$ cat config.mk
export PLATFORM = sky130hd
export DESIGN_NAME = iir_ctrl
export DESIGN_NICKNAME = d
export VERILOG_FILES = /design/src/rtl/iir_ctrl.sv
export SDC_FILE = /design/constraint.sdc
export NUM_CORES = 1
export LEC_CHECK = 0
export CORE_UTILIZATION = 51
export CTS_CLUSTER_SIZE = 12
export DETAILED_ROUTE_END_ITERATION = 6
export HOLD_SLACK_MARGIN = 0.02
export MAX_ROUTING_LAYER = met4
export PLACE_DENSITY = 0.8
export SYNTH_ARGS = -nofsm -noshare
export SYNTH_HDL_FRONTEND = slang
export SYNTH_SLANG_ARGS = --single-unit
$ cat constraint.sdc
create_clock -name clk -period 3.64 [get_ports clk]
set_clock_uncertainty 0.1 [all_clocks]
set_input_delay 0.364 -clock clk [delete_from_list [all_inputs] [get_ports clk]]
set_output_delay 0.364 -clock clk [all_outputs]
set_load 0.01 [all_outputs]
$ cat src/rtl/iir_ctrl.sv
// iir_ctrl: streaming controller wrapped around an external biquad IIR datapath.
//
// Accepts samples on a valid/ready input, hands them to the filter (filt_x/filt_en),
// tracks the filter's fixed latency with a valid shift register, and captures filt_y
// into an output FIFO that drains over a valid/ready output. Coefficients are written
// into shadow registers at any time and applied atomically by a commit: the controller
// stops accepting input, waits for in-flight samples to land, copies shadow to active,
// then pulses filt_clr for one cycle before resuming.
//
// Ports:
//   clk, rst (sync, active-low)
//   s_valid/s_ready/s_data       input sample stream
//   m_valid/m_ready/m_data       filtered output stream (FIFO head)
//   cfg_we/cfg_addr/cfg_wdata    shadow coefficient write (0=b0 1=b1 2=b2 3=a1 4=a2)
//   cfg_commit                   apply shadow coefficients (honoured only in RUN)
//   busy                         high while a commit is in progress
//   sample_cnt                   accepted-sample counter (wraps)
//   filt_x/filt_en/filt_clr      filter drive
//   filt_b0..filt_a2             active coefficients
//   filt_y                       filter output, valid LAT cycles after filt_en
module iir_ctrl #(
  parameter int unsigned        LAT    = 1,
  parameter int unsigned        DEPTH  = 4,
  parameter logic signed [15:0] B0_RST = 16'sd16384
) (
  input  logic               clk,
  input  logic               rst,
  input  logic               s_valid,
  output logic               s_ready,
  input  logic signed [15:0] s_data,
  output logic               m_valid,
  input  logic               m_ready,
  output logic signed [15:0] m_data,
  input  logic               cfg_we,
  input  logic [2:0]         cfg_addr,
  input  logic signed [15:0] cfg_wdata,
  input  logic               cfg_commit,
  output logic               busy,
  output logic [15:0]        sample_cnt,
  output logic signed [15:0] filt_x,
  output logic               filt_en,
  output logic               filt_clr,
  output logic signed [15:0] filt_b0,
  output logic signed [15:0] filt_b1,
  output logic signed [15:0] filt_b2,
  output logic signed [15:0] filt_a1,
  output logic signed [15:0] filt_a2,
  input  logic signed [15:0] filt_y
);

  localparam int unsigned AW = (DEPTH > 1) ? $clog2(DEPTH) : 1;
  localparam int unsigned CW = $clog2(DEPTH + 1);
  localparam logic [CW:0] DepthW = (CW + 1)'(DEPTH);

  typedef enum logic [1:0] {StRun, StDrain, StLoad, StClear} state_e;

  state_e state_q, state_d;

  logic [LAT-1:0]     vld_q, vld_d;
  logic [CW-1:0]      inflight;
  logic [CW:0]        occupancy;

  logic signed [15:0] mem_q [DEPTH];
  logic [AW-1:0]      wptr_q, rptr_q;
  logic [CW-1:0]      fifo_cnt_q, fifo_cnt_d;
  logic               push, pop;

  logic signed [15:0] shadow_q [5];
  logic signed [15:0] active_q [5];
  logic [15:0]        sample_cnt_q;

  // ---------------------------------------------------------------------------
  // Input side
  // ---------------------------------------------------------------------------
  always_comb begin
    inflight = '0;
    for (int unsigned i = 0; i < LAT; i++) begin
      inflight = inflight + CW'(vld_q[i]);
    end
  end

  // Everything accepted but not yet popped counts against FIFO space, so a
  // sample is only taken when its eventual slot is guaranteed.
  assign occupancy = {1'b0, fifo_cnt_q} + {1'b0, inflight};

  assign s_ready = rst && (state_q == StRun) && (occupancy < DepthW);
  assign filt_en = s_valid && s_ready;
  assign filt_x  = filt_en ? s_data : 16'sd0;

  always_comb begin
    vld_d    = '0;
    vld_d[0] = filt_en;
    for (int unsigned i = 1; i < LAT; i++) begin
      vld_d[i] = vld_q[i-1];
    end
  end

  always_ff @(posedge clk) begin
    if (!rst) begin
      vld_q        <= '0;
      sample_cnt_q <= '0;
    end else begin
      vld_q <= vld_d;
      if (filt_en) sample_cnt_q <= sample_cnt_q + 16'd1;
    end
  end

  assign sample_cnt = sample_cnt_q;

  // ---------------------------------------------------------------------------
  // Output FIFO
  // ---------------------------------------------------------------------------
  assign push    = vld_q[LAT-1];
  assign m_valid = rst && (fifo_cnt_q != '0);
  assign pop     = m_valid && m_ready;
  assign m_data  = mem_q[rptr_q];

  always_comb begin
    fifo_cnt_d = fifo_cnt_q;
    if (push && !pop) begin
      fifo_cnt_d = fifo_cnt_q + CW'(1);
    end else if (!push && pop) begin
      fifo_cnt_d = fifo_cnt_q - CW'(1);
    end
  end

  always_ff @(posedge clk) begin
    if (!rst) begin
      wptr_q     <= '0;
      rptr_q     <= '0;
      fifo_cnt_q <= '0;
    end else begin
      if (push) wptr_q <= wptr_q + AW'(1);
      if (pop)  rptr_q <= rptr_q + AW'(1);
      fifo_cnt_q <= fifo_cnt_d;
    end
  end

  // Storage needs no reset; occupancy alone decides what is visible.
  always_ff @(posedge clk) begin
    if (push) mem_q[wptr_q] <= filt_y;
  end

  // ---------------------------------------------------------------------------
  // Coefficients
  // ---------------------------------------------------------------------------
  always_ff @(posedge clk) begin
    if (!rst) begin
      for (int i = 0; i < 5; i++) begin
        shadow_q[i] <= (i == 0) ? B0_RST : 16'sd0;
        active_q[i] <= (i == 0) ? B0_RST : 16'sd0;
      end
    end else begin
      if (cfg_we) begin
        case (cfg_addr)
          3'd0:    shadow_q[0] <= cfg_wdata;
          3'd1:    shadow_q[1] <= cfg_wdata;
          3'd2:    shadow_q[2] <= cfg_wdata;
          3'd3:    shadow_q[3] <= cfg_wdata;
          3'd4:    shadow_q[4] <= cfg_wdata;
          default: ;
        endcase
      end
      // LOAD sees the shadow as of the previous edge, so a write in the commit
      // cycle is already in place.
      if (state_q == StLoad) begin
        for (int i = 0; i < 5; i++) active_q[i] <= shadow_q[i];
      end
    end
  end

  assign filt_b0 = active_q[0];
  assign filt_b1 = active_q[1];
  assign filt_b2 = active_q[2];
  assign filt_a1 = active_q[3];
  assign filt_a2 = active_q[4];

  // ---------------------------------------------------------------------------
  // Commit sequencing
  // ---------------------------------------------------------------------------
  always_comb begin
    state_d = state_q;
    unique case (state_q)
      StRun:   if (cfg_commit) state_d = StDrain;
      StDrain: if (inflight == '0) state_d = StLoad;
      StLoad:  state_d = StClear;
      StClear: state_d = StRun;
      default: state_d = StRun;
    endcase
  end

  always_ff @(posedge clk) begin
    if (!rst) begin
      state_q <= StRun;
    end else begin
      state_q <= state_d;
    end
  end

  assign busy     = rst && (state_q != StRun);
  assign filt_clr = !rst || (state_q == StClear);

endmodule

==> Yosys cells after proc, flatten, opt, wreduce, memory -nomap -nowiden <==
Memories as Yosys holds them, arrays and structs flattened. A register that Yosys moved wholly into a read port is not among the register bits.
Index checks and enable logic that the tools add are counted.
W data, S select, Z words.
{ "op_classes": {"addsub": 6, "bitwise_logic": 10, "mux": 44, "n_lt_le_gt_ge": 1, "eq_ne": 9, "reduce_logical": 19} }
{ "op_table": {"columns": ["cell", "n"], "rows": [
  ["$mux W16", 11],
  ["$mux W1", 26],
  ["$add A16 B1 Y16 const B", 1],
  ["$or A1 B1 Y1", 10],
  ["$logic_and A1 B1 Y1", 8],
  ["$mux W2", 4],
  ["$pmux W2 S4", 1],
  ["$eq A3 B2 Y1 const B", 2],
  ["$logic_not A3 Y1", 2],
  ["$mux W3", 2],
  ["$add A2 B1 Y2 const B", 2],
  ["$add A3 B1 Y4", 1],
  ["$eq A2 B2 Y1 const B", 2],
  ["$lt A4 B3 Y1 const B", 1],
  ["$ne A2 B2 Y1 const B", 2],
  ["$reduce_bool A2 Y1", 2],
  ["$add A3 B1 Y3 const B", 1],
  ["$eq A3 B1 Y1 const B", 1],
  ["$eq A3 B3 Y1 const B", 1],
  ["$logic_not A1 Y1", 3],
  ["$reduce_bool A3 Y1", 1],
  ["$sub A3 B1 Y3 const B", 1],
  ["$eq A2 B1 Y1 const B", 1],
  ["$logic_not A2 Y1", 1],
  ["2 further kinds", 2]
]} }
{ "totals": {"elab_cells": 98, "mem_count": 3, "regBits": 26, "ramBits": 224, "out_inout_bits": 133, "in_bits": 57} }
{ "mem_list": {"columns": ["memory", "words", "width", "read_ports", "rd_clocked_by_memory_dff", "write_ports", "line_no", "rtl"], "rows": [
  ["active_q", 5, 16, 5, 0, 5, "69", "logic signed [15:0] active_q [5];"],
  ["shadow_q", 5, 16, 5, 0, 5, "68", "logic signed [15:0] shadow_q [5];"],
  ["mem_q", 4, 16, 1, 1, 1, "63", "logic signed [15:0] mem_q [DEPTH];"]
]} }

==> Longest topological paths before layout <==
Gate-level depths: netlist of the first run.
{ "depth": {"ltp_word": 6, "depth_mapped": 9, "depth_no_buf": 8} }

==> Least setup slack after synthesis of the first run <==
Ideal clock, no wire load.
{ "synth_timing": {"kind": "register to register", "start": "register state_q[0]", "end": "memory active_q[0][0], enable pin", "n_path_buf": 1, "stages_incl_launch_ff": 5, "setup_ps": 452, "required_time_ps": 3088, "t_arrival_ps": 2785, "period_less_slack_ps": 3337, "setup_slack_ps": 303, "path_cell_list": "dfxtp_1 > inv_1 > ha_1 > clkbuf_1 > nand2b_1"} }
{ "synth_rtl": {"columns": ["item", "line_no", "rtl"], "rows": [
  ["start: declaration", "57", "state_e state_q, state_d;"],
  ["start signal: assignment", "194", "state_q <= StRun;"],
  ["start signal: assignment", "196", "state_q <= state_d;"],
  ["end: declaration", "69", null]
]} }

==> Worst setup path in the final report of the first run <==
{ "layout_timing": {"start": "register state_q[0]", "end": "output port filt_x[13]"} }
{ "layout_between": {"elab_chain_cells": 5} }
{ "layout_lines": {"columns": ["item", "line_no", "rtl"], "rows": [
  ["$logic_not A2 Y1", "86", "assign s_ready = rst && (state_q == StRun) && (occupancy < DepthW);"],
  ["$logic_and A1 B1 Y1 (2 in a row)", "86", null],
  ["$logic_and A1 B1 Y1", "87", "assign filt_en = s_valid && s_ready;"],
  ["$mux W16", "88", "assign filt_x = filt_en ? s_data : 16'sd0;"],
  ["end: declaration", "40", "output logic signed [15:0] filt_x,"]
]} }
Every way passes these cells.

==> results of run 1 <==
## per-stage QoR
step | hold slack [ns] | instance area (um^2) | setup WS (ns) | utilization (%)
2_1_floorplan | 0.346 | 9370 | 0.303 | -
3_3_place_gp | 0.368 | 11500 | 1.09 | 64.0
3_5_place_dp | 0.379 | 11500 | 1.06 | 64.0
4_1_cts | 0.244 | 12200 | 0.519 | 68.1
5_1_grt | 0.290 | 12200 | 0.344 | 68.1
6_report | 0.262 | 12200 | 0.534 | 68.1
## power breakdown
group / switching, mW / internal, mW / leakage (nW)
clock: 1.00 / 1.33 / 0.359
combinational: 0.680 / 0.738 / 1.75
sequential: 0.147 / 3.55 / 2.41
total: 1.83 / 5.61 / 4.52
## cell families after synthesis
logic type	count (synthesis)
AO/OA/AOI/OAI	25
XOR/XNOR	8
adder cells (fa/ha/maj)	12
buffers and inverters	44
flip-flops	252
multiplexers	24
AND/OR/NAND/NOR	183
## metal layers
layer | part of all wire (%) | vias to the layer above | wire (um) | global-route usage, %
met2 | 47 | 254 | 9030 | 31.9
li1 | - | 2456 | - | -
met5 | 0 | - | 0 | -
met3 | 8.2 | 32 | 1560 | 3.64
met4 | 1.8 | 0 | 352 | 6.17
met1 | 43 | 2614 | 8140 | 28.5
## area by class of cell
class	count	area, um^2	share of cell area, %
Multi-Input combinational cell	252	1930	15.7
Clock inverter	6	42.5	0.348
Tap cell	229	287	2.34
Sequential cell	252	7290	59.6
Inverter	12	45.0	0.368
Timing Repair Buffer	198	1950	16.0
Clock buffer	35	694	5.68
## worst paths after layout
kind	startpoint	end	slack, ns	depth (start not counted)
setup / recovery	state_q[0]	filt_x[13]	0.53	7
hold / removal	rst	flop	0.26	4
setup reg to reg	state_q[0]	sample_cnt[12]	1.25	6
hold reg to reg	rptr_q[1]	flop	0.39	1
## flip-flops by register name, indices dropped and copies added (netlist names), named ones only
| signal | flops |
|---|---|
| mem_q | 64 |
| wptr_q | 2 |
| sample_cnt | 16 |
| shadow_q | 80 |
| rptr_q | 2 |
| state_q | 2 |
| active_q | 80 |
| push | 1 |
| fifo_cnt_q | 3 |
## critical path, delay by kind of cell, from the launching register on
family	cells	cell delay, ns
adder cells (fa/ha/maj)	1	0.21
buffers and inverters	3	0.90
AND/OR/NAND/NOR	3	0.66
flip-flops	1	0.35
## cells in the mapped netlist (2+ instances only)
cell	count	area, um^2
edfxtp_1	224	6730
and3_1	81	507
and2_1	36	225
clkbuf_1	28	105
dfxtp_1	28	561
nor2_1	18	67.6
mux4_2	16	360
inv_1	12	45.0
nand2_1	12	45.0
ha_1	11	138
o21ai_0	9	45.0
mux2i_1	8	80.1
a21oi_1	7	35.0
nand2b_1	6	37.5
nand3_1	6	30.0
nand4_1	5	31.3
or3_1	5	31.3
xnor2_1	4	35.0
xor2_1	4	35.0
o31ai_1	3	22.5
buf_2	2	10.0
buf_6	2	22.5
nand3b_1	2	15.0
nor3b_1	2	15.0
nor4_1	2	12.5
o21a_1	2	15.0
or4_1	2	15.0
==> impl_metrics.csv, run 1 <==
group,metric,value,unit
synth,synthSimpleGateAreaFrac,11.6,%
min_path,hp-class,"in -> reg",
clock_tree,htreeDepth,1,
route,drt_first_pass_iters,5,
layout,antenna_cells,0,
sta,worst_pin_slew,1.06,ns
critical_path,crit_chain,"inv_1 > ha_1 > nand3b_1 > nor3b_2 > buf_4 > and2_1 > clkdlybuf4s50_1",
global_routing,antenna_found_initial,0,
route,drc,0,
synth,synth_xor_area_share,0.748,%
layout,n_fill_cell,1180,
critical_path,slowest_stage,"clkdlybuf4s50_1",
sta,clock.fmax,322,MHz
outcome,status,"finished clean",
synth,ys_ff_latch,252,
route,drt-initial-drc-count,365,
route,vias,5356,
clock_tree,numCtsBuffers,26,
synth,synth_area,9370,um^2
sta,setup_tns,0,ns
placement,gp_congestion,0.818,
layout,final_cells,984,
sta,hold_viol,0,
route,ant_nets,0,
synth,yosysSeqAreaShare,77.8,%
floorplan,coreArea,18000,um^2
route,wire_per_inst,19.4,um
floorplan,ioPinCount,190,
synth,synth_edf_count,224,
floorplan,rows,49,
global_routing,overflow,0,
synth,synth_top_family_by_area,"simple AND/OR/NAND/NOR gates",
layout,syn_to_final_growth,30.6,%
clock_tree,post_cts_resized,0,
clock_tree,cts_max_path_buffers,3,
synth,async_reset_ff_share,0,%
synth,synth_ff_type,"edfxtp_1",
power_and_ir_drop,power.leakage,4.52,nW
power_and_ir_drop,p_per_area,608,nW/um^2
synth,avgSynthCellArea,17.1,um^2
clock_tree,root_buffer,"clkbuf_16",
sta,slew_headroom,29.5,%
placement,port_buffers,189,
floorplan,fp.dieArea,18900,um^2
synth,yosysWarnings,0,
layout,nets,811,
synth,synth_fa_ha_area_share,1.68,%
route,viasPerCell,5.44,
layout,drive_gt1_share,8.61,%
critical_path,crit_type,"reg -> out",
power_and_ir_drop,totalPowerFinal,7.44,mW
power_and_ir_drop,peakVddDrop,0.000480,V
sta,period_needed,3.11,ns
sta,rsz0062_at_grt,"false",
clock_tree,post_cts_buffers,0,
layout,final_cell_mix,"224 x edfxtp_1, 188 x clkdlybuf4s50_1, 81 x and3_1, 36 x and2_1, 28 x dfxtp_1",
floorplan,die_w,138,um
global_routing,grt_pass1_wl,28200,um
global_routing,grt_max_degree,82,
route,drt-total-wl,19100,um
critical_path,critPathLaunchType,"flop",
global_routing,grtUsageTotal,20.8,%
clock_tree,clock_sinks,252,
flow_run,maxCapViolCount,0,
sta,post-route-period-util,85.3,%
global_routing,grt_pass1_vias,5124,
clock_tree,insertion_delay,0.52,ns
clock_tree,hold_buffers,0,
synth,synth_cell_types,38,
floorplan,start_util,52.2,%
placement,dp_cells,943,
sta,drv_slew,0,
synth,synth_nets,617,
placement,hpwlAfterDp,12500,um
critical_path,end_kind,"primary output",
floorplan,die_y,138,um
synth,synth_mux_area_share,4.70,%
critical_path,crit_required,3.18,ns
synth,syn_inst,548,
clock_tree,path_clk_slew,0.06,ns
synth,synth_compound_area_share,1.58,%
critical_path,cp_max_fo,21,
layout,final_common_cell,"edfxtp_1",
critical_path,crit_arrival,2.64,ns
critical_path,slowest_delay,0.54,ns
sta,setup_viol,0,
clock_tree,cts_tree,"built",
Note: power is estimated with default switching activity, not from simulation.
==> inputs of run 2 (changes only) <==
GPL_ROUTABILITY_DRIVEN = 0   (was not set)
GPL_TIMING_DRIVEN = 0   (was not set)
==> impl_metrics.csv, run 2 (synthesized netlist as in run 1, its figures left out) <==
group,metric,value,unit
floorplan,die_y,138,um
clock_tree,post_cts_resized,0,
critical_path,end_kind,"primary output",
clock_tree,post_cts_buffers,0,
layout,antenna_cells,0,
clock_tree,path_clk_slew,0.06,ns
layout,final_common_cell,"edfxtp_1",
sta,slew_headroom,42.7,%
critical_path,r2r_start,"state_q[0]",
power_and_ir_drop,p_per_area,601,nW/um^2
layout,fin_area,12300,um^2
route,drc,0,
sta,rsz0062_at_grt,"false",
route,drt-initial-drc-count,387,
critical_path,rr_worst_depth,6,
clock_tree,clock_sinks,252,
global_routing,grt_max_degree,69,
flow_run,maxCapViolCount,0,
power_and_ir_drop,totalPowerFinal,7.40,mW
critical_path,slowest_delay,0.54,ns
power_and_ir_drop,power.leakage,4.54,nW
critical_path,cp_top_family,"buffers and inverters",
critical_path,cp_max_fo,10,
route,viasPerCell,5.43,
layout,nets,837,
layout,syn_to_final_growth,31.4,%
min_path,min_to,"rptr_q[1]",
global_routing,overflow,0,
global_routing,grtUsageTotal,21.9,%
placement,post_dp_cell_area,11600,um^2
power_and_ir_drop,peakVddDrop,0.000494,V
layout,drive_gt1_share,7.56,%
sta,period_needed,3.37,ns
critical_path,crit_type,"reg -> out",
critical_path,crit_required,3.18,ns
route,wire_per_inst,19.7,um
min_path,worstHoldPathCells,4,
critical_path,crit_arrival,2.91,ns
clock_tree,cts_max_path_buffers,3,
critical_path,timing.rr.end,"sample_cnt[12]",
floorplan,fp.dieArea,18900,um^2
floorplan,die_w,138,um
min_path,worstHoldStart,"rst",
critical_path,critical_path_buf_inv_count,3,
layout,largest_registers,"active_q x80, shadow_q x80, mem_q x64",
sta,clock.fmax,297,MHz
sta,drv_slew,0,
route,vias,5479,
critical_path,critPathLaunchType,"flop",
route,drt_first_pass_iters,5,
clock_tree,hold_buffers,0,
critical_path,crit_chain,"inv_1 > ha_1 > nand3b_1 > nor3b_1 > clkbuf_1 > and2_1 > clkdlybuf4s50_1",
layout,n_fill_cell,1187,
floorplan,ioPinCount,190,
route,drt-total-wl,19900,um
min_path,hp-class,"in -> reg",
clock_tree,numCtsBuffers,25,
sta,worst_pin_slew,0.859,ns
sta,post-route-period-util,92.6,%
floorplan,start_util,52.2,%
floorplan,coreArea,18000,um^2
clock_tree,root_buffer,"clkbuf_16",
global_routing,grt_pass1_wl,29600,um
layout,final_cell_mix,"224 x edfxtp_1, 188 x clkdlybuf4s50_1, 81 x and3_1, 37 x clkbuf_1, 36 x and2_1",
critical_path,rrSetupSlack,1.26,ns
clock_tree,htreeDepth,1,
global_routing,antenna_found_initial,0,
global_routing,grt_pass1_vias,5439,
outcome,status,"finished clean",
route,ant_nets,0,
sta,hold_viol,0,
sta,setup_viol,0,
floorplan,rows,49,
placement,port_buffers,188,
critical_path,slowest_stage,"clkdlybuf4s50_1",
clock_tree,cts_tree,"built",
placement,hpwlAfterDp,13600,um
clock_tree,insertion_delay,0.51,ns
run 2: per-layer routing:
layer | wire, um | vias up | global-route usage [%]
met5 | 0 | - | -
met4 | 391 | 0 | 6.11
met2 | 9800 | 267 | 35.8
met3 | 1590 | 38 | 3.68
li1 | - | 2507 | -
met1 | 8090 | 2667 | 28.6
run 2: cell type report:
| class | instances | area, um^2 | share of cell area (%) |
|---|---|---|---|
| tap | 229 | 287 | 2.33 |
| clock inverter | 3 | 16.3 | 0.132 |
| inverter | 12 | 45.0 | 0.366 |
| clock buffer | 36 | 677 | 5.50 |
| sequential | 252 | 7290 | 59.2 |
| timing repair buffer | 193 | 1940 | 15.8 |
| buffer | 32 | 139 | 1.13 |
| multi-input combinational | 252 | 1920 | 15.6 |
run 2: power breakdown:
group | internal (mW) | switching [mW]
combinational | 0.763 | 0.716
sequential | 3.54 | 0.132
clock | 1.27 | 0.976
run 2: metrics by stage:
| step | setup TNS [ns] | cells | util (%) | hold slack (ns) | worst slack (ns) |
|---|---|---|---|---|---|
| 4_1_cts | 0 | 1009 | 68.5 | 0.340 | 0.201 |
| 2_1_floorplan | 0 | 548 | - | 0.346 | 0.303 |
| 3_3_place_gp | -41.21 | 965 | 64.2 | 0.371 | -0.522 |
| 5_1_grt | 0 | 1009 | 68.5 | 0.393 | 0.00867 |
| 3_5_place_dp | 0 | 970 | 64.7 | 0.381 | 0.742 |
| 6_report | 0 | 1009 | 68.5 | 0.353 | 0.270 |
run 2: tightest hold or removal path: stages:
cell	delay (ns)
buf_2	0.18
o31a_1	0.16
nand3_1	0.10
o21ai_0	0.09
run 2: how the worst max path moves through the flow:
| stage | start | slack [ns] | to | depth (start not counted) |
|---|---|---|---|---|
| after global routing | state_q[0] | 0.009 | filt_x[6] | 7 |
| after global placement | state_q[0] | -0.52 | active_q[0][6] | 4 |
| final | state_q[0] | 0.27 | filt_x[6] | 7 |
| after detailed placement | state_q[0] | 0.74 | filt_x[5] | 7 |
| after floorplan | state_q[0] | 0.30 | active_q[0][0] | 4 |
| after CTS | state_q[0] | 0.20 | filt_x[5] | 7 |
==> inputs of run 3 (changes only) <==
CAP_MARGIN = 20   (was not set)
==> impl_metrics.csv, run 3 (synthesized netlist as in run 1, its figures left out) <==
group,metric,value,unit
placement,port_buffers,188,
power_and_ir_drop,power.leakage,4.56,nW
critical_path,crit_arrival,2.82,ns
route,drt_first_pass_iters,7,
sta,setup_viol,0,
placement,hpwlAfterDp,13600,um
layout,final_cells,1013,
clock_tree,clock_sinks,252,
critical_path,crit_type,"reg -> out",
critical_path,critPathLaunchType,"flop",
layout,syn_to_final_growth,31.9,%
sta,worst_pin_slew,0.851,ns
flow_run,maxCapViolCount,0,
sta,slew_headroom,43.2,%
floorplan,coreArea,18000,um^2
route,drt-total-wl,19500,um
placement,dp_cells,970,
critical_path,crit_required,3.18,ns
sta,rsz0062_at_grt,"false",
route,wire_per_inst,19.2,um
sta,clock.fmax,305,MHz
layout,antenna_cells,0,
floorplan,die_w,138,um
route,viasPerCell,5.41,
clock_tree,cts_max_path_buffers,3,
floorplan,fp.dieArea,18900,um^2
layout,final_common_cell,"edfxtp_1",
global_routing,grt_pass1_vias,5393,
critical_path,crit_chain,"inv_1 > ha_1 > nand3b_1 > nor3b_2 > clkbuf_1 > and2_1 > clkdlybuf4s50_1",
clock_tree,htreeDepth,1,
clock_tree,root_buffer,"clkbuf_16",
sta,worst_slack,0.356,ns
critical_path,slowest_delay,0.54,ns
global_routing,grt_max_degree,69,
layout,drive_gt1_share,7.91,%
layout,multi_input_area,1920,um^2
critical_path,critical_path_buf_inv_count,3,
outcome,status,"finished clean",
clock_tree,path_clk_slew,0.06,ns
global_routing,grt_pass1_wl,29300,um
sta,drv_slew,0,
floorplan,ioPinCount,190,
critical_path,slowest_stage,"clkdlybuf4s50_1",
power_and_ir_drop,peakVddDrop,0.000432,V
global_routing,overflow,0,
sta,post-route-period-util,90.2,%
clock_tree,hold_buffers,0,
sta,hold_viol,0,
sta,period_needed,3.28,ns
floorplan,rows,49,
route,drt-initial-drc-count,283,
layout,largest_registers,"active_q x80, shadow_q x80, mem_q x64",
min_path,hp-class,"in -> reg",
global_routing,antenna_found_initial,0,
clock_tree,post_cts_buffers,0,
route,ant_nets,0,
power_and_ir_drop,p_per_area,602,nW/um^2
floorplan,die_y,138,um
clock_tree,numCtsBuffers,26,
critical_path,cp_top_family,"buffers and inverters",
layout,n_fill_cell,1159,
clock_tree,cts_tree,"built",
clock_tree,insertion_delay,0.51,ns
clock_tree,post_cts_resized,0,
layout,seq_area,7290,um^2
route,drc,0,
route,vias,5484,
critical_path,cp_max_fo,10,
layout,nets,838,
placement,dp_worst_setup_slack,0.763,ns
layout,final_cell_mix,"224 x edfxtp_1, 188 x clkdlybuf4s50_1, 81 x and3_1, 36 x clkbuf_1, 36 x and2_1",
global_routing,grtUsageTotal,21.7,%
critical_path,end_kind,"primary output",
floorplan,start_util,52.2,%
## run 3: cell types whose count changed in the layout (fill, tap and decap cells not counted), sizes merged
cell,before,now
clkinv,2,7
clkbuf,64,63
## run 3: final timing paths
check,startpoint,endpoint,slack [ns],depth (start not counted)
hold reg to reg,rptr_q[1],rptr_q[1],0.40,1
hold / removal,rst,rptr_q[1],0.35,4
setup / recovery,state_q[0],filt_x[6],0.36,7
setup reg to reg,state_q[0],sample_cnt[12],1.23,6
## run 3: final cells by class
cell class	count	share of cell area (%)
flip-flops and latches	252	59.0
repair buffers	193	15.7
multi-input cells	252	15.6
clock buffers	35	5.54
well taps	229	2.32
plain buffers	32	1.12
clock inverters	8	0.395
inverters	12	0.365
## run 3: report_power, final
part / leakage (nW) / internal, mW / switching, mW
sequential: 2.41 / 3.54 / 0.132
clock: 0.354 / 1.31 / 0.982
combinational: 1.79 / 0.764 / 0.710
## run 3: metal layers
layer | global-route usage, % | vias up | share of wire, %
met4 | 6.04 | 0 | 1.6
met5 | - | - | 0
li1 | - | 2525 | -
met1 | 27.6 | 2665 | 40
met3 | 4.05 | 28 | 8.6
met2 | 35.7 | 266 | 50
## run 3: worst reg2reg max path, stage by stage (launching register included)
cell and delay [ns]:
dfxtp_1 0.34, inv_1 0.11, ha_1 0.24, nand3b_1 0.27, or4_4 0.64, or4_1 0.49
a21oi_1 0.15
## run 3: metrics by stage
step	util [%]	area, um^2	power [mW]	setup TNS (ns)	hold slack, ns
2_1_floorplan	-	9370	4.40	0	0.346
3_3_place_gp	64.2	11500	5.14	-41.21	0.371
3_5_place_dp	64.7	11600	5.22	0	0.375
4_1_cts	68.8	12400	7.51	0	0.337
5_1_grt	68.8	12400	7.77	0	0.389
6_report	68.8	12400	7.44	0	0.352
